**src/rtl/div_iter_pkg.sv**
```systemverilog
// Shared types for the iterative divider: FSM states and request/response bundles.
// Bundles are sized by the package-level DIV_WIDTH; the divider itself is parametrised separately.
package div_iter_pkg;

    localparam int DIV_WIDTH = 32;

    typedef enum logic [1:0] {
        IDLE = 2'd0,
        CALC = 2'd1,
        DONE = 2'd2
    } div_state_e;

    typedef struct packed {
        logic                 is_signed;
        logic [DIV_WIDTH-1:0] op_a;
        logic [DIV_WIDTH-1:0] op_b;
    } div_req_t;

    typedef struct packed {
        logic [DIV_WIDTH-1:0] quot;
        logic [DIV_WIDTH-1:0] rem;
    } div_resp_t;

endpackage

```
**src/rtl/div_step.sv**
```systemverilog
// One restoring-division step: shift {rem, dividend} left, trial-subtract the divisor.
// Purely combinational; the quotient bit enters at the dividend LSB.
module div_step #(
    parameter int WIDTH = 32
) (
    input  logic [WIDTH-1:0] rem,
    input  logic [WIDTH-1:0] dividend,
    input  logic [WIDTH-1:0] divisor,
    output logic [WIDTH-1:0] rem_next,
    output logic [WIDTH-1:0] dividend_next
);

    logic [WIDTH:0] shifted;
    logic [WIDTH:0] diff;
    logic           q_bit;

    // One extra bit so a divisor of 2^(WIDTH-1) still compares correctly.
    assign shifted = {rem, dividend[WIDTH-1]};
    assign diff    = shifted - {1'b0, divisor};
    assign q_bit   = (shifted >= {1'b0, divisor});

    always_comb begin
        rem_next = shifted[WIDTH-1:0];
        if (q_bit) begin
            rem_next = diff[WIDTH-1:0];
        end
        dividend_next = {dividend[WIDTH-2:0], q_bit};
    end

endmodule

```
**src/rtl/div_iter.sv**
```systemverilog
// Multi-cycle signed/unsigned divider, one quotient bit per cycle on operand magnitudes.
// Latency WIDTH+1 cycles from accept (1 for divide-by-zero); result holds until out_ready.
module div_iter
    import div_iter_pkg::*;
#(
    parameter int WIDTH = 32
) (
    input  logic             clk,
    input  logic             resetn,
    input  logic             in_valid,
    output logic             in_ready,
    input  logic             is_signed,
    input  logic [WIDTH-1:0] op_a,
    input  logic [WIDTH-1:0] op_b,
    input  logic             flush,
    output logic             out_valid,
    input  logic             out_ready,
    output logic [WIDTH-1:0] quot,
    output logic [WIDTH-1:0] rem,
    output logic             busy
);

    localparam int CW = $clog2(WIDTH + 1);
    localparam logic [WIDTH-1:0] ONE = WIDTH'(1);

    div_state_e       state;
    logic [CW-1:0]    cnt;
    logic [WIDTH-1:0] rem_acc;
    logic [WIDTH-1:0] dvd;
    logic [WIDTH-1:0] dvs;
    logic             neg_quot;
    logic             neg_rem;

    logic [WIDTH-1:0] mag_a;
    logic [WIDTH-1:0] mag_b;
    logic [WIDTH-1:0] rem_nxt;
    logic [WIDTH-1:0] dvd_nxt;
    logic [WIDTH-1:0] quot_fix;
    logic [WIDTH-1:0] rem_fix;
    logic             a_neg;
    logic             b_neg;

    assign in_ready  = (state == IDLE);
    assign out_valid = (state == DONE);
    assign busy      = (state != IDLE);

    assign a_neg = is_signed && op_a[WIDTH-1];
    assign b_neg = is_signed && op_b[WIDTH-1];

    // The most negative value negates to itself, which read unsigned is the right magnitude.
    assign mag_a = a_neg ? (~op_a + ONE) : op_a;
    assign mag_b = b_neg ? (~op_b + ONE) : op_b;

    div_step #(
        .WIDTH(WIDTH)
    ) u_step (
        .rem          (rem_acc),
        .dividend     (dvd),
        .divisor      (dvs),
        .rem_next     (rem_nxt),
        .dividend_next(dvd_nxt)
    );

    assign quot_fix = neg_quot ? (~dvd_nxt + ONE) : dvd_nxt;
    assign rem_fix  = neg_rem  ? (~rem_nxt + ONE) : rem_nxt;

    always_ff @(posedge clk) begin
        if (!resetn) begin
            state    <= IDLE;
            cnt      <= '0;
            quot     <= '0;
            rem      <= '0;
            rem_acc  <= '0;
            dvd      <= '0;
            dvs      <= '0;
            neg_quot <= 1'b0;
            neg_rem  <= 1'b0;
        end else if (flush) begin
            state <= IDLE;
        end else begin
            case (state)
                IDLE: begin
                    if (in_valid) begin
                        if (op_b == '0) begin
                            quot  <= '1;
                            rem   <= op_a;
                            state <= DONE;
                        end else begin
                            dvd      <= mag_a;
                            dvs      <= mag_b;
                            rem_acc  <= '0;
                            cnt      <= CW'(WIDTH);
                            neg_quot <= a_neg ^ b_neg;
                            neg_rem  <= a_neg;
                            state    <= CALC;
                        end
                    end
                end
                CALC: begin
                    rem_acc <= rem_nxt;
                    dvd     <= dvd_nxt;
                    cnt     <= cnt - CW'(1);
                    // Final step: register the sign-corrected result straight from the step logic.
                    if (cnt == CW'(1)) begin
                        quot  <= quot_fix;
                        rem   <= rem_fix;
                        state <= DONE;
                    end
                end
                DONE: begin
                    if (out_ready) begin
                        state <= IDLE;
                    end
                end
                default: state <= IDLE;
            endcase
        end
    end

endmodule

```
**config.mk**
```make
export PLATFORM = sky130hd
export DESIGN_NAME = div_iter
export DESIGN_NICKNAME = d
export VERILOG_FILES = /design/src/rtl/div_iter_pkg.sv /design/src/rtl/div_step.sv /design/src/rtl/div_iter.sv
export SDC_FILE = /design/constraint.sdc
export NUM_CORES = 1
export LEC_CHECK = 0
export ABC_CLOCK_PERIOD_IN_PS = 9790
export BUFFER_PORTS_ARGS = -buffer_cell sky130_fd_sc_hd__buf_2
export CAP_MARGIN = 20
export CORE_MARGIN = 2
export CORE_UTILIZATION = 60
export CTS_CLUSTER_SIZE = 30
export DETAILED_ROUTE_END_ITERATION = 8
export MAX_ROUTING_LAYER = met4
export PLACE_DENSITY = 0.92
export SYNTH_ARGS = -nofsm -noshare
export SYNTH_HDL_FRONTEND = slang
export SYNTH_SLANG_ARGS = --single-unit
```
**constraint.sdc**
```tcl
create_clock -name clk -period 9.79 [get_ports clk]
set_clock_uncertainty 0.05 [all_clocks]
set_input_delay 0 -clock clk [delete_from_list [all_inputs] [get_ports clk]]
set_output_delay 0 -clock clk [all_outputs]
set_load 0.005 [all_outputs]
```
==> flow_summary.yaml, run 1 <==
run_status:
  status: "completed"
clocking:
  clkTransAtPathRegs_ns: 0.07
  cts_buffers: 17
  clockBufferDepth: 2
  insertion_delay_ns: 0.44
  h-tree-depth: 4
  root_buffer: "clkbuf_16"
  clock-sinks: 170
  cts_tree: "yes"
logic_synthesis:
  syn_nets: 1712
  synth.distinct_cells: 83
  postSynthCellCount: 1603
  synth_seq_area_share_pct: 27.76
  syn_avg_cell_area_um2: 7.647
  yosys_most_used_dff: "dfxtp_1"
  synth-seq-cells: 170
  synth.largest_area_cell: "dfxtp_1"
  ys.warnings.count: 0
  yosys.area.top_type_share_pct: 27.76
  synthesis.area_um2: 12260
  synth_edf_count: 0
  synthTopCellsByCount: "dfxtp_1, nand2_1, a21oi_1"
  yosysMostFrequentCell: "dfxtp_1"
  async_flop_share_pct: 0
  ys_top_cells_by_area: "dfxtp_1, a21oi_1, xor2_1, o21ai_0, nand2_1"
drt:
  wl_per_cell_um: 19.58
  vias: 12853
  avgViaCountPerCell: 6.452
  postRouteAntennaNets: 0
  drt_iter0_markers: 1377
  drcViolationCount: 0
  wl_um: 39000
  first_pass_iters: 6
setup_path:
  worstReg2RegEnd: "rem[24]"
  rr_worst_depth: 20
  cp_slowest_stage_delay_ns: 0.52
  arrival_ns: 5.73
  path_common_cell: "a21oi_1"
  crit_family: "compound AO/OA/AOI/OAI gates"
  critical-path-slowest-cell: "or4_1"
  cp.depth: 20
  critPathBufInv: 4
  worstSetupPathType: "flip-flop to flip-flop"
  critPathCaptureType: "flip-flop"
  startpoint_type: "flip-flop"
  crit_chain: "ha_1 -> a21oi_1 -> o21ai_1 -> a221oi_2 -> a211oi_1 -> o22a_2 -> buf_4 -> clkinv_1 -> buf_4 -> nor2_1 -> a21oi_1 -> ha_1 -> nand2_1 -> a2111oi_4 -> inv_2 -> o31a_1 -> or2_1 -> or4_1 -> a21oi_1 -> o221a_1"
  r2r_slack_ns: 4.39
  crit_fanout: 52
  worstPathRequired_ns: 10.12
  worstReg2RegStart: "rem_acc[7]"
global_route:
  antenna_found_initial: 0
  grt_pass1_wl_um: 61240
  track_usage_pct: 36.19
  grt_max_degree: 98
  overflow: 0
  grt_pass1_vias: 11904
floorplan:
  rows: 52
  initial_core_util_pct: 60.78
  ios: 137
  core_um2: 20170
  die_w_um: 146.9
  die_area_um2: 21590
  die_h_um: 146.9
power:
  p_leak_nw: 6.157
  p_total_mw: 1.875
  ir_drop_v: 0.0001185
  power_density_nw_per_um2: 133.4
final_layout:
  diodes: 0
  final_util_pct: 69.71
  seqCellArea_um2: 3403
  final-instance-count-excl-fill: 1992
  synthToLayoutAreaGrowth_pct: 14.70
  nets: 1818
  multi_input_area_um2: 8193
  fillers: 1552
  drive_gt1_share_pct: 11.96
sta:
  holdWs_ns: 0.004156
  period_minus_slack_ns: 5.401
  fmax_ghz: 0.1851
  drv_slew: 0
  rsz0062_at_grt: "false"
  hold_viol: 0
  setup_viol: 0
  tightest_slew_ns: 1.109
  fin_crit_sh_pct: 55.17
  finalSetupTns_ns: 0
  slew_headroom_pct: 25.81
worst_hold_path:
  hold_start: "in_valid"
  hp-class: "primary input to flip-flop"
  worstHoldPathCells: 3
  worstHoldEndpoint: "cnt[5]"
placed_design:
  dpl.hpwl_um: 27280
  dp.cells: 1906
  port_buffers: 136
  place_congestion: 0.9949
job:
  maxCapViolCount: 0
[state kept, by name, summed over array words and instances (netlist names)]
register	count
state	2
cnt	6
quot	32
neg_quot	1
rem	32
dvd	32
dvs	32
rem_acc	32
neg_rem	1
[layout make-up]
class	instances	share of cell area, %
inverter	61	1.629
clock buffer	17	3.026
sequential	170	24.21
timing repair buffer	199	9.184
multi-input combinational	1260	58.27
clock inverter	15	1.281
tap	270	2.403
[logic make-up (layout without fill, tap and decap cells)]
family	count (synthesis)	after routing	share of synthesized area, %
buffers and inverters	173	292	5.614
xor gates and xnor gates	132	132	9.431
AOI/OAI and AO/OA	533	533	29.21
adders and majority gates	39	39	4.042
muxes	23	23	1.909
and+or+nand+nor	533	533	22.03
DFF	170	170	27.76
[worst max path at each step]
stage	start	end	slack (ns)
floorplan	dvs[12]	rem[24]	4.98
detailed placement	rem_acc[7]	rem[24]	4.51
finish	rem_acc[7]	rem[24]	4.39
global placement	rem_acc[15]	rem[24]	4.70
global route	rem_acc[7]	rem[24]	4.03
CTS	rem_acc[7]	rem[24]	4.50
[metrics by stage]
stage | worst slack, ns | cell area (µm²)
final | 4.389 | 14060
after detailed placement | 4.511 | 12910
after floorplan | 4.981 | 12260
after global routing | 4.030 | 14060
after global placement | 4.700 | 12910
after CTS | 4.500 | 14060
[cells in the final DEF, fill, tap and decap left out, types with 15 or more instances in the layout]
cell type,instances
nor4_1,15
a31oi_1,18
inv_1,59
nor3_1,31
clkbuf_16,17
or4_1,17
o211a_1,53
and2_1,21
a21oi_1,148
nand4_1,18
a22oi_1,16
o21ai_0,115
o31ai_1,25
dlygate4sd3_1,54
xnor2_1,61
nand2_1,149
or3_1,24
nor2b_1,68
buf_2,135
o211ai_1,35
dfxtp_1,170
a211oi_1,40
nand3_1,25
ha_1,38
nor2_1,114
mux2i_1,20
xor2_1,71
[tightest hold or removal path: cells and delay by family]
kind | cells | cell delay (ns)
compound gates | 1 | 0.11
buf+inv | 1 | 0.12
simple gates | 1 | 0.21
[per-layer routing]
layer	wire length, µm	vias to the layer above	GRT usage [%]
met3	3411	156	5.652
met2	17730	698	57.75
li1	-	6023	-
met5	0	-	-
met1	15650	5976	44.33
met4	2207	0	19.13
[report_power, final]
part | leakage [nW] | switching [mW] | internal [mW]
Sequential | 1.38 | 0.0274 | 0.720
Clock | 0.289 | 0.330 | 0.365
Combinational | 4.49 | 0.270 | 0.163
[repair_timing]
item                                   CTS  global route
gates resized for setup                  0             0
endpoints found under the hold margin   53             0
buffers inserted                         0             0
hold buffers                            54             0
(Power assumes the default switching activity.)
==> run 2: changes to the inputs <==
Settings changed: ABC_CLOCK_PERIOD_IN_PS 9790 to 5630.
Clock period 9.79 ns to 5.63 ns, I/O delays scaled along.
==> run 2 against run 1 <==
The flow now finishes with violations (DRC). Count of clock-buffer cells in the layout is 1 higher. Critical path depth is 3 lower. Total power is 76% higher. Maximum frequency is 10% higher. Via count is 0.51% higher. Worst hold slack better by 0.0070 ns. Sequential power is 74% higher. Clock power is 78% higher. Non-clock buffer count is 7 higher. Cell count is 0.35% higher.
==> flow_summary.yaml, run 2 (synthesis gave the netlist of run 1 again) <==
power:
  power_density_nw_per_um2: 232.8
  ir_drop_v: 0.0001930
  p_total_mw: 3.297
  p_leak_nw: 6.213
final_layout:
  final_common_cell: "dfxtp_1"
  fillers: 1586
  drive_gt1_share_pct: 12.20
  nets: 1825
  diodes: 0
  multi_input_area_um2: 8193
  final_util_pct: 70.21
  final_cell_mix: "dfxtp_1, nand2_1, a21oi_1"
  synthToLayoutAreaGrowth_pct: 15.53
  seqCellArea_um2: 3403
  design_area_um2: 14160
  final-instance-count-excl-fill: 1999
clocking:
  h-tree-depth: 4
  clock-sinks: 170
  postCtsSetupBuffers: 0
  cts_tree: "yes"
  root_buffer: "clkbuf_16"
  insertion_delay_ns: 0.44
  clkTransAtPathRegs_ns: 0.07
  clockBufferDepth: 2
  cts_buffers: 17
  cts_resized: 0
drt:
  drt_iter0_markers: 1259
  wl_per_cell_um: 20.10
  wl_um: 40190
  postRouteAntennaNets: 0
  avgViaCountPerCell: 6.463
  vias: 12919
  first_pass_iters: 7
  drcViolationCount: 1
sta:
  period_minus_slack_ns: 4.904
  slew_headroom_pct: 36.19
  rsz0062_at_grt: "false"
  setup_viol: 0
  hold_viol: 0
  fin_crit_sh_pct: 87.11
  holdWs_ns: 0.01120
  tightest_slew_ns: 0.9571
  fmax_ghz: 0.2039
  finalSetupTns_ns: 0
  fin_ws_ns: 0.7257
  drv_slew: 0
floorplan:
  rows: 52
  core_um2: 20170
  die_h_um: 146.9
  ios: 137
  die_w_um: 146.9
  die_area_um2: 21590
  initial_core_util_pct: 60.78
placed_design:
  dpl.hpwl_um: 27820
  placed_area_um2: 12950
  dp.cells: 1909
  place_ws_ns: 0.8473
  place_congestion: 0.9772
  port_buffers: 136
setup_path:
  cp-startpoint: "rem_acc[7]"
  cp_slowest_stage_delay_ns: 0.52
  crit_chain: "ha_1 -> nand2_1 -> o21ai_1 -> a221oi_2 -> a211oi_1 -> o22a_2 -> clkinv_1 -> a21oi_1 -> ha_1 -> nand2_1 -> a2111oi_4 -> inv_2 -> o31a_1 -> or2_1 -> or4_1 -> a21oi_1 -> o221a_1"
  arrival_ns: 5.24
  startpoint_type: "flip-flop"
  critPathCaptureType: "flip-flop"
  critical-path-slowest-cell: "or4_1"
  worstPathRequired_ns: 5.96
  worstReg2RegStart: "rem_acc[7]"
  crit_fanout: 15
  worstSetupPathType: "flip-flop to flip-flop"
global_route:
  antenna_found_initial: 0
  grt_pass1_vias: 12179
  overflow: 0
  track_usage_pct: 37.44
  grt_max_degree: 100
  grt_pass1_wl_um: 63300
worst_hold_path:
  hp-class: "primary input to flip-flop"
  hold_start: "op_a[15]"
job:
  maxCapViolCount: 0
run_status:
  status: "complete, but fails checks"
  failed_checks: "DRC"
[run 2: timing repair]
| item | CTS | global route |
|---|---|---|
| hold buffers | 56 | 0 |
| hold endpoints to repair | 55 | 0 |
| endpoints found under the setup margin | 0 | 0 |
[run 2: critical path: cells and delay by family (launching register included)]
family          cells  cell delay, ns
compound gates      9            2.24
simple gates        4            1.07
fa+ha+maj           2            0.67
buf+inv             2            0.42
flops               1            0.38
[run 2: power by group]
group / switching (mW) / total (mW) / internal [mW]
logic: 0.476 / 0.762 / 0.287
clock network: 0.586 / 1.24 / 0.649
registers: 0.0469 / 1.30 / 1.25
total: 1.11 / 3.30 / 2.19
[run 2: cell type report]
type	count	share of cell area, %
Clock buffer	18	3.101
Sequential cell	170	24.03
Timing Repair Buffer	206	9.754
Inverter	61	1.617
Multi-Input combinational cell	1260	57.85
Clock inverter	14	1.255
Tap cell	270	2.386
[run 2: final timing paths]
check | to | slack (ns) | cells after the start
setup / recovery | rem[24] | 0.73 | 17
hold / removal | rem[15] | 0.01 | 4
setup reg to reg | rem[24] | 0.73 | 17
hold reg to reg | rem[29] | 0.44 | 2
[run 2: per-layer routing]
metal	global-route usage, %	wire (µm)
met1	46.04	15970
met5	-	0
met2	59.48	18560
met4	19.42	2163
met3	6.149	3496
==> run 3: changes to the inputs <==
Settings changed: BUFFER_PORTS_ARGS -buffer_cell sky130_fd_sc_hd__buf_2 to not set, DONT_BUFFER_PORTS set to 1, PLACE_DENSITY 0.92 to 0.87, SYNTH_HIERARCHICAL set to 1.
==> run 3 against run 2 <==
The flow now finishes without violations. Sequential cell count stayed put. Via count fell by 6.8%. Maximum frequency is 6.0% lower. Routed wire length is 2.9% lower. Largest cell class unchanged.
==> flow_summary.yaml, run 3 <==
run_status:
  status: "completed"
floorplan:
  rows: 51
  core_um2: 19460
  ios: 137
  die_h_um: 145.0
  initial_core_util_pct: 61.31
  die_w_um: 145.0
  die_area_um2: 21030
clocking:
  clockBufferDepth: 2
  cts_tree: "yes"
  insertion_delay_ns: 0.45
  postCtsSetupBuffers: 0
  root_buffer: "clkbuf_16"
  h-tree-depth: 4
  clock-sinks: 170
  cts_buffers: 17
  clkTransAtPathRegs_ns: 0.07
drt:
  drcViolationCount: 0
  first_pass_iters: 6
  postRouteAntennaNets: 0
  avgViaCountPerCell: 6.745
  wl_per_cell_um: 21.86
  vias: 12039
  drt_iter0_markers: 1315
  wl_um: 39030
final_layout:
  nets: 1614
  synthToLayoutAreaGrowth_pct: 10.92
  seqCellArea_um2: 3403
  drive_gt1_share_pct: 8.103
  final_cell_mix: "dfxtp_1, a21oi_1, nand2_1"
  fillers: 1510
  final-instance-count-excl-fill: 1785
  final_common_cell: "dfxtp_1"
  multi_input_area_um2: 7620
logic_synthesis:
  synth-seq-cells: 170
  synthSimpleGateAreaFrac_pct: 20.04
  yosys.area_share.adder_pct: 4.152
  synth.distinct_cells: 77
  syn_nets: 1634
  synthesis.area_um2: 11930
  synthTopCellsByCount: "dfxtp_1, a21oi_1, nand2_1"
  synth_seq_area_share_pct: 28.52
  async_flop_share_pct: 0
  postSynthCellCount: 1525
  muxShareOfSynthArea_pct: 4.530
  synth_compound_area_share_pct: 24.86
  ys.warnings.count: 6
  yosysMostFrequentCell: "dfxtp_1"
  yosys_most_used_dff: "dfxtp_1"
  ys_top_cells_by_area: "dfxtp_1, a21oi_1, xnor2_1, xor2_1, o21ai_0"
  synth_edf_count: 0
  synth_top_family_by_area: "compound AO/OA/AOI/OAI gates"
  syn_avg_cell_area_um2: 7.825
  yosys.area.top_type_share_pct: 28.52
  synth.largest_area_cell: "dfxtp_1"
  synth-xor-area-share_pct: 10.06
setup_path:
  startpoint_type: "flip-flop"
  cp_slowest_stage_delay_ns: 0.63
  worstPathRequired_ns: 5.94
  worstReg2RegStart: "dvs[10]"
  crit_fanout: 20
  worstReg2RegEnd: "rem[31]"
  rr_worst_depth: 18
  worstSetupPathType: "flip-flop to flip-flop"
  critical-path-slowest-cell: "or4b_2"
  arrival_ns: 5.53
  r2r_slack_ns: 0.41
  critPathCaptureType: "flip-flop"
  crit_chain: "inv_1 -> ha_1 -> nand4_1 -> nor3_1 -> o211ai_1 -> nor4b_4 -> o21ai_2 -> a31oi_4 -> o21a_4 -> inv_4 -> buf_4 -> mux2_4 -> or4_1 -> or4b_2 -> o41ai_1 -> xnor2_1 -> mux2i_1 -> o21ai_0"
worst_hold_path:
  worstHoldPathCells: 3
  worstHoldEndpoint: "dvd[31]"
  hp-class: "primary input to flip-flop"
  hold_start: "is_signed"
power:
  intPower_mw: 2.167
  p_sw_share_pct: 34.45
  clkPwrFrac_pct: 36.5
  ir_drop_v: 0.0002170
  power.switching_mw: 1.139
  power_density_nw_per_um2: 249.8
  p_leak_nw: 4.903
  p_total_mw: 3.307
  power_frac_seq_pct: 39.5
  p_comb_share_pct: 24.0
sta:
  fmax_ghz: 0.1917
  finalSetupTns_ns: 0
  fin_crit_sh_pct: 92.66
  slew_headroom_pct: 30.21
  setup_viol: 0
  period_minus_slack_ns: 5.217
  holdWs_ns: 0.01238
  tightest_slew_ns: 1.047
  rsz0062_at_grt: "false"
  hold_viol: 0
  drv_slew: 0
placed_design:
  port_buffers: 0
  place_congestion: 0.9430
  dpl.hpwl_um: 25230
  dp.cells: 1663
global_route:
  grt_pass1_wl_um: 61460
  track_usage_pct: 36.86
  antenna_found_initial: 1
  overflow: 0
  grt_pass1_vias: 11436
  grt_max_degree: 109
job:
  maxCapViolCount: 0
## run 3: cell types whose count changed after synthesis, sizes merged, moves of 14 or more
cell and delta:
o211a -52, buf +42, a211oi -15, mux2 +26, and2 -14, nand2 -24, a22oi -16, nor2b -60
nand3 +71, nor2 -19, o41ai +15
## run 3: metal layers
layer / GRT usage [%] / part of all wire (%) / wire, µm / vias to the layer above
met5: - / 0 / 0 / -
met4: 17.67 / 5.2 / 2042 / 0
met3: 8.994 / 11 / 4103 / 194
met2: 58.60 / 46 / 17920 / 752
met1: 43.95 / 38 / 14960 / 5597
li1: - / - / - / 5496
## run 3: layout make-up
class / count / share of cell area (%)
Multi-Input combinational cell: 1157 / 57.57
Inverter: 56 / 1.607
Clock buffer: 17 / 3.214
Antenna cell: 2 / 0.03781
Clock inverter: 15 / 1.446
Tap cell: 265 / 2.505
Timing Repair Buffer: 103 / 7.903
Sequential cell: 170 / 25.71
## run 3: metrics by stage
| step | cell area (µm²) | worst slack, ns | utilization (%) |
|---|---|---|---|
| after floorplan | 11930 | 0.9338 | - |
| after global placement | 11680 | 0.4600 | 60.00 |
| after detailed placement | 11680 | 0.3080 | 60.00 |
| after CTS | 13170 | 0.2824 | 67.68 |
| after global routing | 13230 | 0.08996 | 67.99 |
| final | 13240 | 0.4131 | 68.00 |
## run 3: power groups by stage
stage               registers [mW]  clock network (mW)  logic (mW)
floorplan                     1.30                   0       0.581
global placement              1.33                   0       0.664
detailed placement            1.33                   0       0.672
CTS                           1.31                1.21       0.760
global route                  1.31                1.26       0.856
finish                        1.31                1.21       0.794
## run 3: what timing repair did
action	in CTS	in global routing
hold buffers	86	0
endpoints found under the setup margin	0	1
resized for setup	0	2
hold endpoints to repair	133	0
## run 3: worst max-delay path by stage
stage	from	endpoint	cells after the start
after floorplan	dvs[7]	rem[31]	20
after global placement	dvs[10]	rem[31]	18
after detailed placement	dvs[10]	rem[31]	18
after CTS	dvs[10]	rem[31]	18
after global routing	dvs[10]	rem[31]	18
final	dvs[10]	rem[31]	18
## run 3: logic make-up (layout without fill, tap and decap cells)
| family | count (synthesis) | in the layout |
|---|---|---|
| flip-flops | 170 | 170 |
| buffers and inverters | 198 | 191 |
| other | 0 | 2 |
| adder cells (fa/ha/maj) | 39 | 39 |
| multiplexers | 47 | 47 |
| AO/OA/AOI/OAI | 455 | 455 |
| AND/OR/NAND/NOR | 479 | 479 |
| XOR/XNOR | 137 | 137 |
## run 3: critical path: cells and delay by family (launching register included)
family / cells / cell delay [ns]
XOR/XNOR: 1 / 0.17
AND/OR/NAND/NOR: 5 / 1.98
multiplexers: 2 / 0.45
adder cells (fa/ha/maj): 1 / 0.39
buffers and inverters: 3 / 0.55
flip-flops: 1 / 0.33
AO/OA/AOI/OAI: 6 / 1.22
